`src/rtl/scope_capture_ctrl.sv`:
```
// Oscilloscope trigger/acquisition controller: captures one frame around a
// trigger-level crossing into a ring-buffer sample RAM, then holds it for display.
module scope_capture_ctrl #(
   parameter  int unsigned DEPTH        = 640,
   parameter  int unsigned ADDR_W       = 10,
   parameter  int unsigned PRE_TRIG     = 320,
   parameter  int unsigned AUTO_TIMEOUT = 4096,
   localparam int unsigned DATA_W       = 10
) (
   input  logic              i_clk,
   input  logic              i_rst,
   input  logic [DATA_W-1:0] i_sample,
   input  logic              i_sample_valid,
   input  logic [DATA_W-1:0] i_level,
   input  logic              i_falling,
   input  logic [1:0]        i_mode,
   input  logic              i_arm,
   input  logic              i_stop,
   input  logic              i_frame_ack,
   output logic              o_wr_en,
   output logic [ADDR_W-1:0] o_wr_addr,
   output logic [DATA_W-1:0] o_wr_data,
   output logic              o_frame_ready,
   output logic [ADDR_W-1:0] o_frame_start,
   output logic              o_triggered,
   output logic [DATA_W-1:0] o_level_latched,
   output logic              o_busy
);

   localparam int unsigned POST_N  = DEPTH - PRE_TRIG - 1;
   localparam int unsigned CNT_MAX = (AUTO_TIMEOUT > DEPTH) ? AUTO_TIMEOUT : DEPTH;
   localparam int unsigned CNT_W   = $clog2(CNT_MAX + 1);
   localparam int unsigned SUM_W   = ADDR_W + 1;

   localparam logic [1:0] MODE_AUTO   = 2'd1;
   localparam logic [1:0] MODE_SINGLE = 2'd2;

   typedef enum logic [2:0] {
      S_IDLE    = 3'd0,
      S_PRETRIG = 3'd1,
      S_ARMED   = 3'd2,
      S_POST    = 3'd3,
      S_HOLD    = 3'd4
   } state_t;

   // With no pre-trigger history the acquisition starts armed; with no
   // post-trigger samples the trigger sample completes the frame.
   localparam state_t ACQ_START = (PRE_TRIG == 0) ? S_ARMED : S_PRETRIG;
   localparam state_t TRIG_NEXT = (POST_N == 0)   ? S_HOLD  : S_POST;

   state_t state;
   state_t next_state;

   logic [ADDR_W-1:0] ptr;
   logic [CNT_W-1:0]  cnt;
   logic [DATA_W-1:0] prev_sample;
   logic              prev_valid;
   logic              falling_q;
   logic [1:0]        mode_q;

   logic              rise_hit;
   logic              fall_hit;
   logic              edge_hit;
   logic              timeout_hit;
   logic              trig_fire;

   logic              capturing;
   logic              wr_en_d;
   logic              busy_d;
   logic              ready_d;
   logic              enter_acq;
   logic [SUM_W-1:0]  frame_sum;
   logic [ADDR_W-1:0] frame_start_d;
   logic [ADDR_W-1:0] ptr_next;

   // State register
   always_ff @(posedge i_clk) begin
      if (i_rst) state <= S_IDLE;
      else       state <= next_state;
   end

   // Trigger qualification on the current accepted sample
   always_comb begin
      rise_hit    = prev_valid && (prev_sample < o_level_latched) && (i_sample >= o_level_latched);
      fall_hit    = prev_valid && (prev_sample > o_level_latched) && (i_sample <= o_level_latched);
      edge_hit    = i_sample_valid && (falling_q ? fall_hit : rise_hit);
      timeout_hit = i_sample_valid && (mode_q == MODE_AUTO) && (cnt == CNT_W'(AUTO_TIMEOUT - 1));
      trig_fire   = (state == S_ARMED) && (edge_hit || timeout_hit);
   end

   // Next-state logic; stop overrides every other request
   always_comb begin
      next_state = state;
      if (i_stop) begin
         next_state = S_IDLE;
      end else begin
         case (state)
            S_IDLE:    if (i_arm || (i_mode != MODE_SINGLE)) next_state = ACQ_START;
            S_PRETRIG: if (i_sample_valid && (cnt == CNT_W'(PRE_TRIG - 1))) next_state = S_ARMED;
            S_ARMED:   if (trig_fire) next_state = TRIG_NEXT;
            S_POST:    if (i_sample_valid && (cnt == CNT_W'(POST_N - 1))) next_state = S_HOLD;
            S_HOLD:    if (i_frame_ack) next_state = (mode_q == MODE_SINGLE) ? S_IDLE : ACQ_START;
            default:   next_state = S_IDLE;
         endcase
      end
   end

   // Next values of the registered outputs and pointer arithmetic
   always_comb begin
      capturing     = (state == S_PRETRIG) || (state == S_ARMED) || (state == S_POST);
      wr_en_d       = capturing && i_sample_valid && !i_stop;
      busy_d        = (next_state == S_PRETRIG) || (next_state == S_ARMED) || (next_state == S_POST);
      ready_d       = (next_state == S_HOLD);
      enter_acq     = ((state == S_IDLE) || (state == S_HOLD)) &&
                      ((next_state == S_PRETRIG) || (next_state == S_ARMED));
      frame_sum     = SUM_W'(ptr) + SUM_W'(DEPTH - PRE_TRIG);
      frame_start_d = (frame_sum >= SUM_W'(DEPTH)) ? ADDR_W'(frame_sum - SUM_W'(DEPTH))
                                                   : ADDR_W'(frame_sum);
      ptr_next      = (ptr == ADDR_W'(DEPTH - 1)) ? '0 : ptr + ADDR_W'(1);
   end

   // Datapath registers: write port, counters, config latch, frame descriptor
   always_ff @(posedge i_clk) begin
      if (i_rst) begin
         o_wr_en         <= 1'b0;
         o_wr_addr       <= '0;
         o_wr_data       <= '0;
         o_frame_ready   <= 1'b0;
         o_frame_start   <= '0;
         o_triggered     <= 1'b0;
         o_level_latched <= '0;
         o_busy          <= 1'b0;
         ptr             <= '0;
         cnt             <= '0;
         prev_sample     <= '0;
         prev_valid      <= 1'b0;
         falling_q       <= 1'b0;
         mode_q          <= 2'd0;
      end else begin
         o_wr_en       <= wr_en_d;
         o_busy        <= busy_d;
         o_frame_ready <= ready_d;

         if (wr_en_d) begin
            o_wr_addr <= ptr;
            o_wr_data <= i_sample;
            ptr       <= ptr_next;
         end

         // Per-state sample count restarts on every state change
         if (next_state != state)  cnt <= '0;
         else if (i_sample_valid)  cnt <= cnt + CNT_W'(1);

         // Previous-sample history only spans samples accepted while armed
         if ((state == S_ARMED) && (next_state == S_ARMED)) begin
            if (i_sample_valid) begin
               prev_valid  <= 1'b1;
               prev_sample <= i_sample;
            end
         end else begin
            prev_valid <= 1'b0;
         end

         if (enter_acq) begin
            o_level_latched <= i_level;
            falling_q       <= i_falling;
            mode_q          <= i_mode;
         end

         if (trig_fire && !i_stop) begin
            o_frame_start <= frame_start_d;
            o_triggered   <= edge_hit;
         end
      end
   end

endmodule

```
`config.mk`:
```
export PLATFORM = sky130hd
export DESIGN_NAME = scope_capture_ctrl
export DESIGN_NICKNAME = d
export VERILOG_FILES = /design/src/rtl/scope_capture_ctrl.sv
export SDC_FILE = /design/constraint.sdc
export NUM_CORES = 1
export LEC_CHECK = 0
export ABC_AREA = 1
export BUFFER_PORTS_ARGS = -buffer_cell sky130_fd_sc_hd__buf_2
export CAP_MARGIN = 15
export CORE_UTILIZATION = 60
export CTS_BUF_LIST = sky130_fd_sc_hd__clkbuf_8
export CTS_CLUSTER_SIZE = 20
export DETAILED_ROUTE_END_ITERATION = 12
export GPL_ROUTABILITY_DRIVEN = 0
export PLACE_DENSITY = 0.9
export SYNTH_ARGS = -nofsm -noshare
export SYNTH_HDL_FRONTEND = slang
export SYNTH_SLANG_ARGS = --single-unit
```
`constraint.sdc`:
```
create_clock -name i_clk -period 6.1 [get_ports i_clk]
set_clock_uncertainty 0.15 [all_clocks]
set_input_delay 0.305 -clock i_clk [delete_from_list [all_inputs] [get_ports i_clk]]
set_output_delay 0.305 -clock i_clk [all_outputs]
set_load 0.03 [all_outputs]
```
# After elaboration in Yosys (flattened, before gate mapping)
# Index checks and enable logic that the tools add are counted.
[totals] word_cells=79 output_inout_bits=44 reg_bits=84 input_bits=29
[op_classes] reduce_logical=27 add_sub_neg=4 muxes=11 order_cmp=5 eq_ne=16 n_bitwise=1
[op_table] operator="13-bit by 9-bit == test with 1-bit output (second input constant)" count=2
[op_table] operator="10-bit 2-to-1 mux" count=2
[op_table] operator="3-bit 2-to-1 mux" count=6
[op_table] operator="1-bit logical AND" count=15
[op_table] operator="3-bit case mux with 5 select lines" count=1
[op_table] operator="13-bit by 1-bit adder with 13-bit output (second input constant)" count=1
[op_table] operator="13-bit by 12-bit == test with 1-bit output (second input constant)" count=1
[op_table] operator="3-bit by 2-bit == test with 1-bit output (second input constant)" count=4
[op_table] operator="10-bit by 9-bit adder with 11-bit output (second input constant)" count=1
[op_table] operator="11-bit by 10-bit >= comparator with 1-bit output (second input constant)" count=1
[op_table] operator="10-bit by 1-bit adder with 10-bit output (second input constant)" count=1
[op_table] operator="10-bit == test (second input constant)" count=1
[op_table] operator="10-bit >= comparator" count=1
[op_table] operator="10-bit greater-than comparator" count=1
[op_table] operator="10-bit <= comparator" count=1
[op_table] operator="10-bit < comparator" count=1
[op_table] operator="10-bit subtractor (second input constant)" count=1
[op_table] operator="1-bit logical OR" count=7
[op_table] operator="3-bit by 1-bit == test with 1-bit output (second input constant)" count=2
[op_table] operator="3-bit == test (second input constant)" count=2
[op_table] operator="2-bit OR reduction" count=2
[op_table] operator="3-bit zero test" count=1
[op_table] operator="3-bit inequality test" count=1
[op_table] operator="2-bit by 1-bit == test with 1-bit output (second input constant)" count=1
[op_table] operator="6 further kinds" count=7

# Depth between registers and ports, before layout
[logic_depth] depth_word=14 mapped_depth=21 depth_no_buf=20

# Least setup slack after synthesis
# OpenSTA, ideal clock, no wires.
[synth_path] path_kind="register to register" startpoint="reg o_level_latched[9]" endpoint="reg o_level_latched[2]" synth_period_minus_slack_ps=2520 path_slack_ps=3580 stages_incl_launch_ff=21 path_buffers=1 t_arrival_ps=2254 t_required_ps=5834 setup_time_ps=116 cell_sequence="dfxtp_1 > inv_1 > ha_1 > nand2_1 > nor2_1 > nand3_1 > nand2_1 > nor2_1 > nor2_1 > nand2_1 > nand2_1 > nand3_1 > nand2_1 > nand2_2 > nand2_2 > nand2_4 > nand2_4 > buf_6 > nand3_1 > nand2_1 > nor2_1"
[synth_via] elab_chain_cells=13 word_cells_on_any_way=19 cone_classes="4 x order compare; 2 x eq/ne; 4 x mux; 9 x reduce/logical"
[synth_lines] element="start, declared" line_no="26" source="output logic [DATA_W-1:0] o_level_latched,"
[synth_lines] element="start signal, assigned" line_no="165" source="o_level_latched <= i_level;"
[synth_lines] element="10-bit < comparator / 10-bit greater-than comparator (equally long branches)" line_no="84, 85"
[synth_lines] element="1-bit logical AND (on tied branches) (2 in series)" line_no="84, 85"
[synth_lines] element="1-bit 2-to-1 mux *" line_no="86" source="edge_hit = i_sample_valid && (falling_q ? fall_hit : rise_hit);"
[synth_lines] element="1-bit logical AND *" line_no="86"
[synth_lines] element="1-bit logical OR *" line_no="88" source="trig_fire = (state == S_ARMED) && (edge_hit || timeout_hit);"
[synth_lines] element="1-bit logical AND *" line_no="88"
[synth_lines] element="3-bit 2-to-1 mux *" line_no="100" source="S_ARMED: if (trig_fire) next_state = TRIG_NEXT;"
[synth_lines] element="3-bit case mux with 5 select lines *" line_no="97" source="case (state)"
[synth_lines] element="3-bit 2-to-1 mux *" line_no="94" source="if (i_stop) begin"
[synth_lines] element="3-bit by 1-bit == test with 1-bit output / 3-bit by 2-bit == test with 1-bit output (equally long branches)" line_no="115" source="((next_state == S_PRETRIG) || (next_state == S_ARMED));"
[synth_lines] element="1-bit logical OR *" line_no="115"
[synth_lines] element="1-bit logical AND *" line_no="114" source="enter_acq = ((state == S_IDLE) || (state == S_HOLD)) &&"
# Every way passes the cells marked *; elsewhere a longest branch is shown, timed or not.
# A chain may end at the register's enable or synchronous reset.

# Worst setup path in the final report
[layout_path] startpoint="reg o_level_latched[9]" endpoint="reg prev_sample[0]"
[layout_via] elab_chain_cells=13 word_cells_on_any_way=18 cone_classes="4 x order compare; 1 x eq/ne; 4 x mux; 9 x reduce/logical"
[layout_lines] element="10-bit < comparator / 10-bit greater-than comparator (equally long branches)" line_no="84, 85"
[layout_lines] element="1-bit logical AND (on tied branches) (2 in series)" line_no="84, 85"
[layout_lines] element="1-bit 2-to-1 mux *" line_no="86"
[layout_lines] element="1-bit logical AND *" line_no="86"
[layout_lines] element="1-bit logical OR *" line_no="88"
[layout_lines] element="1-bit logical AND *" line_no="88"
[layout_lines] element="3-bit 2-to-1 mux *" line_no="100"
[layout_lines] element="3-bit case mux with 5 select lines *" line_no="97"
[layout_lines] element="3-bit 2-to-1 mux *" line_no="94"
[layout_lines] element="3-bit by 2-bit == test with 1-bit output *" line_no="155" source="if ((state == S_ARMED) && (next_state == S_ARMED)) begin"
[layout_lines] element="1-bit logical AND *" line_no="155"
[layout_lines] element="2-bit AND reduction (no source line) *"
[layout_lines] element="end signal, assigned" line_no="158" source="prev_sample <= i_sample;"
[layout_lines] element="end, declared" line_no="56" source="logic [DATA_W-1:0] prev_sample;"
# Marks and branches as above.

==> results.md <==
- Hold Path Stages: 3
- Post-detail-place hpwl: 6880 microns
- Synth top area share: 39.8%
- Max-cap violations: 0
- Cell Area, Synth: 0.00422 sq mm
- Register-to-register path setup slack: 3.18 ns
- Hold_buf cts: 0
- TritonCTS buffer count: 9
- Hold Vio Cnt, Final: 0
- I/O Pins: 73
- Total gr overflow: 0
- Syn_area_per_cell: 7.42 sq um
- Area Overhead vs Synth: 13.5%
- CP endpoint kind: register
- Initial antenna violation count: 0
- Max Slew Vio Count: 0
- Reg2Reg Depth: 18
- Synth area leaders: dfxtp_1 40%, ha_1 8.0%, nand2_1 7.6%
- Die Height: 85.9 microns
- Final Non-Filler Cells: 732
- Worst-Skew Late Latency: 0.35 ns
- Count leader, synth: nand2_1
- Core Footprint: 0.00679 sq mm
- Share of flip-flops with an asynchronous set or reset: 0%
- First-pass GRT wire length: 15500 microns
- Internal power: 0.000796 W
- Fmax achieved: 0.342 GHz
- Largest net degree at the start of global routing: 45
- Status: finished, final reports clean
- Worst Hold End: prev_sample[0]$_SDFFE_PP0P_
- RR Startpoint: o_level_latched[9]$_SDFFE_PP0P_
- Sink Count: 84
- Die W: 85.9 microns
- Post-synth EDFFs: 0
- WP data arrival: 3.06 ns
- Worst path slowest cell: nand3_1
- Post-CTS setup repair buffer count: 0
- Die area: 0.00738 sq mm
- Pwr Density: 231 mW/mm^2
- Dpl cell area: 0.00460 sq mm
- Dpl ws: 3.18 ns
- Setup violators final: 0
- Total GRT Usage: 26.6%
- PortBufs: 72
- Total vias in the final route: 3971
- RR Endpoint: prev_sample[0]$_SDFFE_PP0P_
- Startpoint type of the worst setup path: register
- Setup WS post-layout: 3.18 ns
- Root buf cell: clkbuf_8
- H-tree Lvls: 3
- DR vias/cell: 5.42
- Period utilization: 47.9%
- Footprint of the multi-input gates: 0.00215 sq mm
- Bufs on Longest Clock Path: 2
- Cell row count: 30
- Number of global-route vias before repair: 3477
- Crit-path most repeated cell: nand2_1
- Final ANT Viol Nets: 0
- Crit path cell chain: inv_1, ha_1, nand2_1, nor2_1, nand3_1, nand3_1, nor2_1, nand2_1, nand2_1, nand3_1, nand2_1, nand2_2, nand2_2, inv_1, nand3_1, nand2_1, nand2_1, nor2_1
- Worst path max stage delay: 0.38 ns
- Synth cell count leaders: 85 x nand2_1, 84 x dfxtp_1, 71 x nor2_1
- Syn Inst Count: 569
- Critical path class: reg2reg
- Register area: 0.00168 sq mm
- WL/cell: 13.1 microns
- Critical hold path startpoint: i_sample[0]
- P_sw: 0.000310 W
- Warnings from Yosys: 0
- CP required: 6.24 ns
- Min-Delay Path Class: in2reg
- DRT Wirelength: 9600 microns
- Setup TNS: 0 ns
- Worst vdd ir: 146 uV
- RSZ-0062 raised after global routing: no
- Post-synth net total: 625
- Synth area leader: dfxtp_1
- Layout cells sized above 1: 18.9%
- Total power: 0.00111 W
- Pleak: 2.22 nW
- Final instance area: 0.00479 sq mm
- Worst-margin pin slew: 1.12 ns
- Minimum clock period: 2.92 ns
- Synth Register Bits: 84
- Ys flop type: dfxtp_1
- Seq/Total Area, Yosys: 39.8%
- Sequential power share: 51.7%
- CTS tree: yes
- Placed Cells: 716
- Pre-antenna DRT Iters: 6
- Unique masters post-synth: 40
- Crit path max fanout: 11
- Fillers: 543
- Final #Nets: 687
- Switching Share: 28.0%
- Initial core utilization: 62.2%
- Post-cts sizing count: 0
- Initial drt markers: 252
- CTS clock-pin slew for the worst setup and hold paths: 0.08 ns
- DRC: 0
- Clock power frac: 35.2%
- Antenna Cells: 0
- Gate power share: 13.1%
- Slew margin rel.: 25.3%
through the flow:
step,util [%],hold slack (ns)
2_1_floorplan,-,0.233
3_3_place_gp,67.7,0.305
3_5_place_dp,67.7,0.314
4_1_cts,70.6,0.0647
5_1_grt,70.6,0.0676
6_report,70.6,0.0762
power by group through the flow:
| stage | clock, W | combinational (W) | sequential [W] |
|---|---|---|---|
| global route | 0.000422 | 0.000162 | 0.000573 |
| CTS | 0.000398 | 0.000144 | 0.000571 |
| floorplan | 0 | 0.0000855 | 0.000603 |
| global placement | 0 | 0.000137 | 0.000584 |
| finish | 0.000390 | 0.000145 | 0.000571 |
| detailed placement | 0 | 0.000142 | 0.000584 |
kinds of logic (layout without fill, tap and decap cells):
group	after synthesis	in the layout	synth area share (%)
compound gates	102	102	12.6
xor+xnor	13	13	2.70
fa+ha+maj	27	27	8.00
buf+inv	95	162	9.30
flops	84	84	39.8
mux	1	1	0.237
simple gates	247	247	27.3
layout make-up:
| class | instances | area share [%] |
|---|---|---|
| Clock buffer | 9 | 2.58 |
| Timing Repair Buffer | 75 | 7.99 |
| Clock inverter | 7 | 1.41 |
| Sequential cell | 84 | 35.1 |
| Inverter | 71 | 5.56 |
| Multi-Input combinational cell | 390 | 44.9 |
| Tap cell | 96 | 2.51 |
metal layers:
layer  global-route usage [%]  up-vias  routed length [microns]
li1                         -     1983                        -
met1                     34.5     1838                     4340
met2                     44.4      134                     4590
met3                     5.20       16                      526
met4                     8.94        0                      140
met5                        0        -                        0
worst max-delay path: cells and delay by family (launching register included):
family / cells / cell delay (ns)
and+or+nand+nor: 15 / 1.67
DFF: 1 / 0.36
buffers and inverters: 2 / 0.34
adders and majority gates: 1 / 0.31
layout by cell type (no fill, tap or decap), types with 2 or more instances in the layout:
cell type and n:
a21oi_1 56, a211oi_1 2, clkinv_2 2, nand3_1 35
inv_2 3, nand2_2 4, clkinvlp_4 2, ha_1 27
clkbuf_8 9, nor4_1 3, xor2_1 12, a31oi_1 2
nand2_4 3, dfxtp_1 84, buf_2 72, o21ai_0 35
nand2_1 85, o21bai_1 2, nor2_2 13, nand4_1 14
inv_1 68, buf_4 3, nor3_1 11, o22ai_1 2
nor2_1 70
flip-flops by register name (all words and copies together) (netlist names), 2 cells and up:
register	cells
o_level_latched	10
o_wr_data	10
state	3
mode_q	2
ptr	10
cnt	13
o_wr_addr	10
o_frame_start	10
prev_sample	10
how the worst max path moves through the flow:
stage / start / to / slack (ns) / depth (start not counted)
floorplan: o_level_latched[9]$_SDFFE_PP0P_ / o_level_latched[2]$_SDFFE_PP0P_ / 3.58 / 20
finish: o_level_latched[9]$_SDFFE_PP0P_ / prev_sample[0]$_SDFFE_PP0P_ / 3.18 / 18
detailed placement: i_sample_valid / ptr[6]$_SDFFE_PP0P_ / 3.18 / 9
global placement: i_sample_valid / ptr[9]$_SDFFE_PP0P_ / 3.28 / 9
CTS: o_level_latched[9]$_SDFFE_PP0P_ / prev_sample[0]$_SDFFE_PP0P_ / 3.20 / 18
global route: o_level_latched[9]$_SDFFE_PP0P_ / prev_sample[0]$_SDFFE_PP0P_ / 2.94 / 18
No activity file was read; power rests on OpenSTA's default activity.
